$ cat src/rtl/bin2bcd_disp.sv
// Sequential binary-to-BCD converter (double dabble) feeding an 8-digit display register.
// Define BCD_SAT_EN to show 9999_9999 instead of EEEE_EEEE on overflow.
module bin2bcd_disp #(
    parameter int unsigned BIN_W = 27
) (
    input  logic             clk,
    input  logic             rst,
    input  logic             start,
    input  logic [BIN_W-1:0] bin,
    output logic             busy,
    output logic             done,
    output logic             ovf,
    output logic [31:0]      disp_data,
    output logic             en
);

    localparam int unsigned CntW = $clog2(BIN_W + 1);
    localparam logic [CntW-1:0] LastCnt = CntW'(BIN_W - 1);

`ifdef BCD_SAT_EN
    localparam logic [31:0] OvfPattern = 32'h9999_9999;
`else
    localparam logic [31:0] OvfPattern = 32'hEEEE_EEEE;
`endif

    typedef enum logic [1:0] {
        StIdle,
        StConv,
        StDone
    } state_e;

    state_e           state_q, state_d;
    logic [BIN_W-1:0] bin_sr_q, bin_sr_d;
    logic [31:0]      bcd_q, bcd_d;
    logic [CntW-1:0]  cnt_q, cnt_d;
    logic             ovf_pend_q, ovf_pend_d;
    logic             done_q, done_d;
    logic             ovf_q, ovf_d;
    logic [31:0]      disp_q, disp_d;
    logic             en_q, en_d;

    logic [31:0]      bcd_adj;
    logic             ovf_cmp;

    assign ovf_cmp = (32'(bin) > 32'd99_999_999);

    // Add-3 correction so each nibble stays a valid decimal digit after the shift.
    always_comb begin
        bcd_adj = bcd_q;
        for (int i = 0; i < 8; i++) begin
            if (bcd_q[4*i +: 4] >= 4'd5) begin
                bcd_adj[4*i +: 4] = bcd_q[4*i +: 4] + 4'd3;
            end
        end
    end

    always_comb begin
        state_d    = state_q;
        bin_sr_d   = bin_sr_q;
        bcd_d      = bcd_q;
        cnt_d      = cnt_q;
        ovf_pend_d = ovf_pend_q;
        done_d     = 1'b0;
        ovf_d      = ovf_q;
        disp_d     = disp_q;
        en_d       = en_q;
        case (state_q)
            StIdle: begin
                if (start) begin
                    bin_sr_d   = bin;
                    bcd_d      = 32'h0000_0000;
                    cnt_d      = '0;
                    ovf_pend_d = ovf_cmp;
                    state_d    = StConv;
                end
            end
            StConv: begin
                bcd_d    = {bcd_adj[30:0], bin_sr_q[BIN_W-1]};
                bin_sr_d = bin_sr_q << 1;
                cnt_d    = cnt_q + 1'b1;
                if (cnt_q == LastCnt) begin
                    state_d = StDone;
                end
            end
            StDone: begin
                disp_d  = ovf_pend_q ? OvfPattern : bcd_q;
                ovf_d   = ovf_pend_q;
                done_d  = 1'b1;
                en_d    = 1'b1;
                state_d = StIdle;
            end
            default: state_d = StIdle;
        endcase
    end

    always_ff @(posedge clk) begin
        if (rst) begin
            state_q    <= StIdle;
            bin_sr_q   <= '0;
            bcd_q      <= 32'h0000_0000;
            cnt_q      <= '0;
            ovf_pend_q <= 1'b0;
            done_q     <= 1'b0;
            ovf_q      <= 1'b0;
            disp_q     <= 32'h0000_0000;
            en_q       <= 1'b0;
        end else begin
            state_q    <= state_d;
            bin_sr_q   <= bin_sr_d;
            bcd_q      <= bcd_d;
            cnt_q      <= cnt_d;
            ovf_pend_q <= ovf_pend_d;
            done_q     <= done_d;
            ovf_q      <= ovf_d;
            disp_q     <= disp_d;
            en_q       <= en_d;
        end
    end

    assign busy      = (state_q != StIdle);
    assign done      = done_q;
    assign ovf       = ovf_q;
    assign disp_data = disp_q;
    assign en        = en_q;

endmodule

$ cat config.mk
export PLATFORM = sky130hd
export DESIGN_NAME = bin2bcd_disp
export DESIGN_NICKNAME = d
export VERILOG_FILES = /design/src/rtl/bin2bcd_disp.sv
export SDC_FILE = /design/constraint.sdc
export NUM_CORES = 1
export LEC_CHECK = 0
export CORE_MARGIN = 2
export CORE_UTILIZATION = 60
export CTS_CLUSTER_SIZE = 20
export DETAILED_ROUTE_END_ITERATION = 10
export DONT_BUFFER_PORTS = 1
export PLACE_DENSITY = 0.76
export SETUP_SLACK_MARGIN = 0.1
export SYNTH_ARGS = -nofsm -noshare
export SYNTH_HDL_FRONTEND = slang
export SYNTH_SLANG_ARGS = --single-unit
$ cat constraint.sdc
create_clock -name clk -period 4.8 [get_ports clk]
set_clock_uncertainty 0.15 [all_clocks]
set_input_delay 0.96 -clock clk [delete_from_list [all_inputs] [get_ports clk]]
set_output_delay 0.96 -clock clk [all_outputs]
set_load 0.005 [all_outputs]
# == Word-level counts from Yosys, hierarchy flattened ==
# Index checks and enable logic that the tools add are counted.
# word_totals
ff_bits,102
# classes
mux,19
n_reduce_logical,6
addsub,9
order_cmp,9
eq_ne,5
# ops
cell,n
two-way mux 32 bit,2
one-hot mux 32 bit (2 select lines),1
one-hot mux 27 bit (2 select lines),1
>= comparator 4 x 3 -> 1 bit (second input constant),8
adder 4 x 2 -> 4 bit (second input constant),7
two-way mux 4 bit,7
> comparator 27 bit (second input constant),1
two-way mux 27 bit,1
one-hot mux 5 bit (2 select lines),1
AND reduction 2 bit,3
adder 5 x 1 -> 5 bit (second input constant),1
equality test 5 bit (second input constant),1
two-way mux 5 bit,1
two-way mux 2 bit,2
inequality test 2 bit (second input constant),2
one-hot mux 2 bit (2 select lines),1
nonzero test 2 bit,2
adder 3 x 2 -> 3 bit (second input constant),1
two-way mux 3 bit,1
equality test 2 x 1 -> 1 bit (second input constant),1
equality test 2 bit (second input constant),1
logical NOT 2 bit,1
two-way mux 1 bit,1

# == Depth between registers and ports, before layout ==
# logic_depth
ltp_word,3
mapped_depth,7
mapped_depth_nobuf,6

# == Worst setup path after synthesis ==
# OpenSTA, ideal clock, no wires.
# synth_path
path_type,input-to-reg
from,input port start
to,register cnt_q[1]
setup_slack_ps,2717
required_ps,4522
arrival_ps,1805
cell_stages,5
cell_sequence,or3b_1 -> buf_2 -> buf_2 -> a31oi_1 -> nor2_1
# synth_between
elab_chain_cells,2
# synth_lines
element,line,source
"start, declared",8,"input logic start,"
inequality test 2 bit (no source line),n/a,
AND reduction 2 bit (no source line),n/a,
"end signal, assigned",111,cnt_q <= cnt_d;
"end, declared",35,"logic [CntW-1:0] cnt_q, cnt_d;"
# Every way passes these cells.
# A chain may end at the register's enable or synchronous reset.

# == Worst setup path after layout ==
# layout_path
from,register state_q[1]
to,output port busy
# layout_between
elab_chain_cells,1
# layout_lines
element,line,source
"start, declared",32,"state_e state_q, state_d;"
"start signal, assigned",98,state_q <= StIdle;
"start signal, assigned",108,state_q <= state_d;
nonzero test 2 bit,120,assign busy = (state_q != StIdle);
"end, declared",10,"output logic busy,"
# Every way passes these cells.

==> impl_metrics.toml <==
[worst_setup_path]
critical-path-slowest-cell = "dfxtp_1"
r2r-end = "bin_sr_q[21]"
path_class = "flop to output pin"
critPathMaxStageDelay_ns = 0.40
critPathArrivalTime_ns = 1.09
cp-end-kind = "output pin"
critical-path-top-delay-family = "flip-flops"
cp_max_fo = 7
critical_path_buf_inv_count = 0
r2r_slack_ns = 2.64
crit_path_start_kind = "flop"
cp.required_ns = 3.69
ff2ff_path_depth = 5
reg2reg_from = "state_q[1]"
crit_chain = "or2_2"

[route]
vias = 3661
firstDrtPassIters = 4
met3_length_um = 423
drtIter0Drc = 196
top_layer_used = "met4"
routed-wl-met2_um = 4747
wl_met1_um = 4307
drt-total-wl_um = 9574
route.detailed.drc = 0
ant_nets = 0
via_per_inst = 5.802
wl_per_cell_um = 15.17

[pwr]
power_density_mw_per_mm2 = 312.0
finalPower_mw = 1.502
ir_drop_v = 0.0001938
p_leak_nw = 1.757

[final_layout]
drive_above_1_share_pct = 9.263
post-route-util_pct = 62.97
antenna_cells = 0
syn_to_final_growth_pct = 3.246
final_nets = 572

[clock_tree]
cts_tree = "yes"
path_clk_slew_ns = 0.09
cts.repair.resized = 0
cts_buffers = 9
clockBufferDepth = 2
clock-sinks = 102
root_buffer = "clkbuf_8"
clk_latency_ns = 0.36
post_cts_buffers = 0
cts.htree.levels = 3
cts.hold.buffers_added = 0

[placement]
portBuffers = 0
dpl.hpwl_um = 6305
routabilityCongestion = 0.7711

[timing]
rsz0062_at_grt = "no"
finalSetupTns_ns = 0
hold_viol_final = 0
slew_viol_final = 0
period_minus_slack_ns = 2.199
setup_violations = 0
relSlewSlack_pct = 19.68
max_freq_mhz = 454.8
min_period_over_period_pct = 45.80
worst_pin_slew_ns = 1.203

[synth]
seq_area_frac_synth_pct = 43.78
synth_compound_area_share_pct = 10.76
synth_top_family_by_area = "simple AND/OR/NAND/NOR gates"
syn_area_mm2 = 0.004664
synth_cell_types = 38
synth_nets = 594
yosys_warnings = 0
synth-xor-area-share_pct = 3.004
synth.mux.area_fraction_pct = 1.717
yosys_register_bits = 102
yosys.area_share.simple_pct = 30.45
yosys_most_used_dff = "dfxtp_1"
synth_edf_count = 0
yosys.area_share.adder_pct = 4.828
syn_area_per_cell_um2 = 8.543
ys_async_sr_fraction_pct = 0
syn_inst = 546

[job]
drv_cap = 0

[floorplanning]
io_pins = 66
start_util_pct = 60.99
rows = 32
dieHeight_um = 92.17
dieArea_mm2 = 0.008495
die_x_um = 92.17
coreArea_mm2 = 0.007647

[grt]
grtUsageTotal_pct = 23.22
first_global_vias = 3574
grt_pass1_wl_um = 16240
grt_max_degree = 90
antenna_found_initial = 0
grt_overflow_total = 0

[worst_hold_path]
hp-start = "bin_sr_q[3]"
hold_path_end = "bin_sr_q[3]"
holdPathStages = 2
hold_class = "flop to flop"

[run_status]
status = "finished, final reports clean"
power by group:
| part | switching [mW] | internal [mW] |
|---|---|---|
| clock | 0.305 | 0.195 |
| combinational | 0.0756 | 0.0388 |
| sequential | 0.0172 | 0.870 |
| total | 0.398 | 1.10 |
kinds of logic (layout without fill, tap and decap cells):
family / Yosys count / count (layout)
simple gates: 264 / 264
flops: 102 / 102
compound gates: 84 / 84
buf+inv: 54 / 37
fa+ha+maj: 18 / 18
xor+xnor: 16 / 16
mux: 8 / 8
registers in the layout (all words and copies together), names as in the netlist:
name and flops:
bin_sr_q 27, done 1, ovf_pend_q 1, cnt_q 5, state_q 2, disp_data 32, bcd_q 32, ovf 1
en 1
area by class of cell:
class | instances | area [um^2]
fillers | 655 | 2831
multi-input cells | 390 | 2372
flip-flops and latches | 102 | 2042
well taps | 102 | 127.6
clock buffers | 9 | 123.9
inverters | 17 | 63.81
clock inverters | 7 | 56.30
repair buffers | 4 | 30.03
metrics by stage:
stage / instances / instance area [um^2] / setup slack [ns] / hold WS [ns]
after floorplan: 546 / 4664 / 2.717 / 0.2823
after global routing: 631 / 4816 / 2.533 / 0.3337
after detailed placement: 615 / 4636 / 2.442 / 0.3003
after CTS: 631 / 4816 / 2.593 / 0.3182
after global placement: 615 / 4636 / 2.457 / 0.2908
final: 631 / 4816 / 2.601 / 0.3200
synth_stat cells, types with 9 or more instances:
library cell  count  area (um^2)
a21oi_1          42        210.2
a22o_1           16        140.1
buf_2            21        105.1
clkbuf_1          9        33.78
dfxtp_1         102         2042
ha_1             18        225.2
inv_1            17        63.81
nand2_1          19        71.32
nand2b_1         10        62.56
nand3_1          21        105.1
nor2_1          101        379.1
nor3_1           59        295.3
nor4_2           21        262.8
o21ai_0          17        85.08
or3_1            15        93.84
routing by layer:
layer | up-vias | GRT usage, %
li1 | 1844 | -
met5 | - | 0
met2 | 85 | 41.42
met4 | 0 | 6.219
met1 | 1722 | 29.30
met3 | 10 | 3.369
layout by cell type (no fill, tap or decap), types with 4 or more instances in the layout:
| master | count |
|---|---|
| nor4_2 | 21 |
| a22oi_1 | 4 |
| nor2_1 | 101 |
| buf_4 | 4 |
| nor3_1 | 59 |
| mux2i_1 | 8 |
| clkbuf_8 | 9 |
| xnor2_1 | 8 |
| o21ai_0 | 17 |
| xor2_1 | 8 |
| inv_1 | 17 |
| or3_1 | 15 |
| nand2_1 | 19 |
| nand2b_1 | 9 |
| dfxtp_1 | 102 |
| ha_1 | 18 |
| a22o_1 | 16 |
| a21oi_1 | 42 |
| nand3_1 | 21 |
worst max path at each step:
stage	start	endpoint	slack [ns]	cells past startpoint
finish	state_q[1]	busy	2.60	1
detailed placement	start	bin_sr_q[19]	2.44	5
floorplan	start	cnt_q[1]	2.72	5
CTS	state_q[1]	busy	2.59	1
global route	state_q[1]	bin_sr_q[6]	2.53	5
global placement	start	bin_sr_q[19]	2.46	5
(Power assumes the default switching activity.)
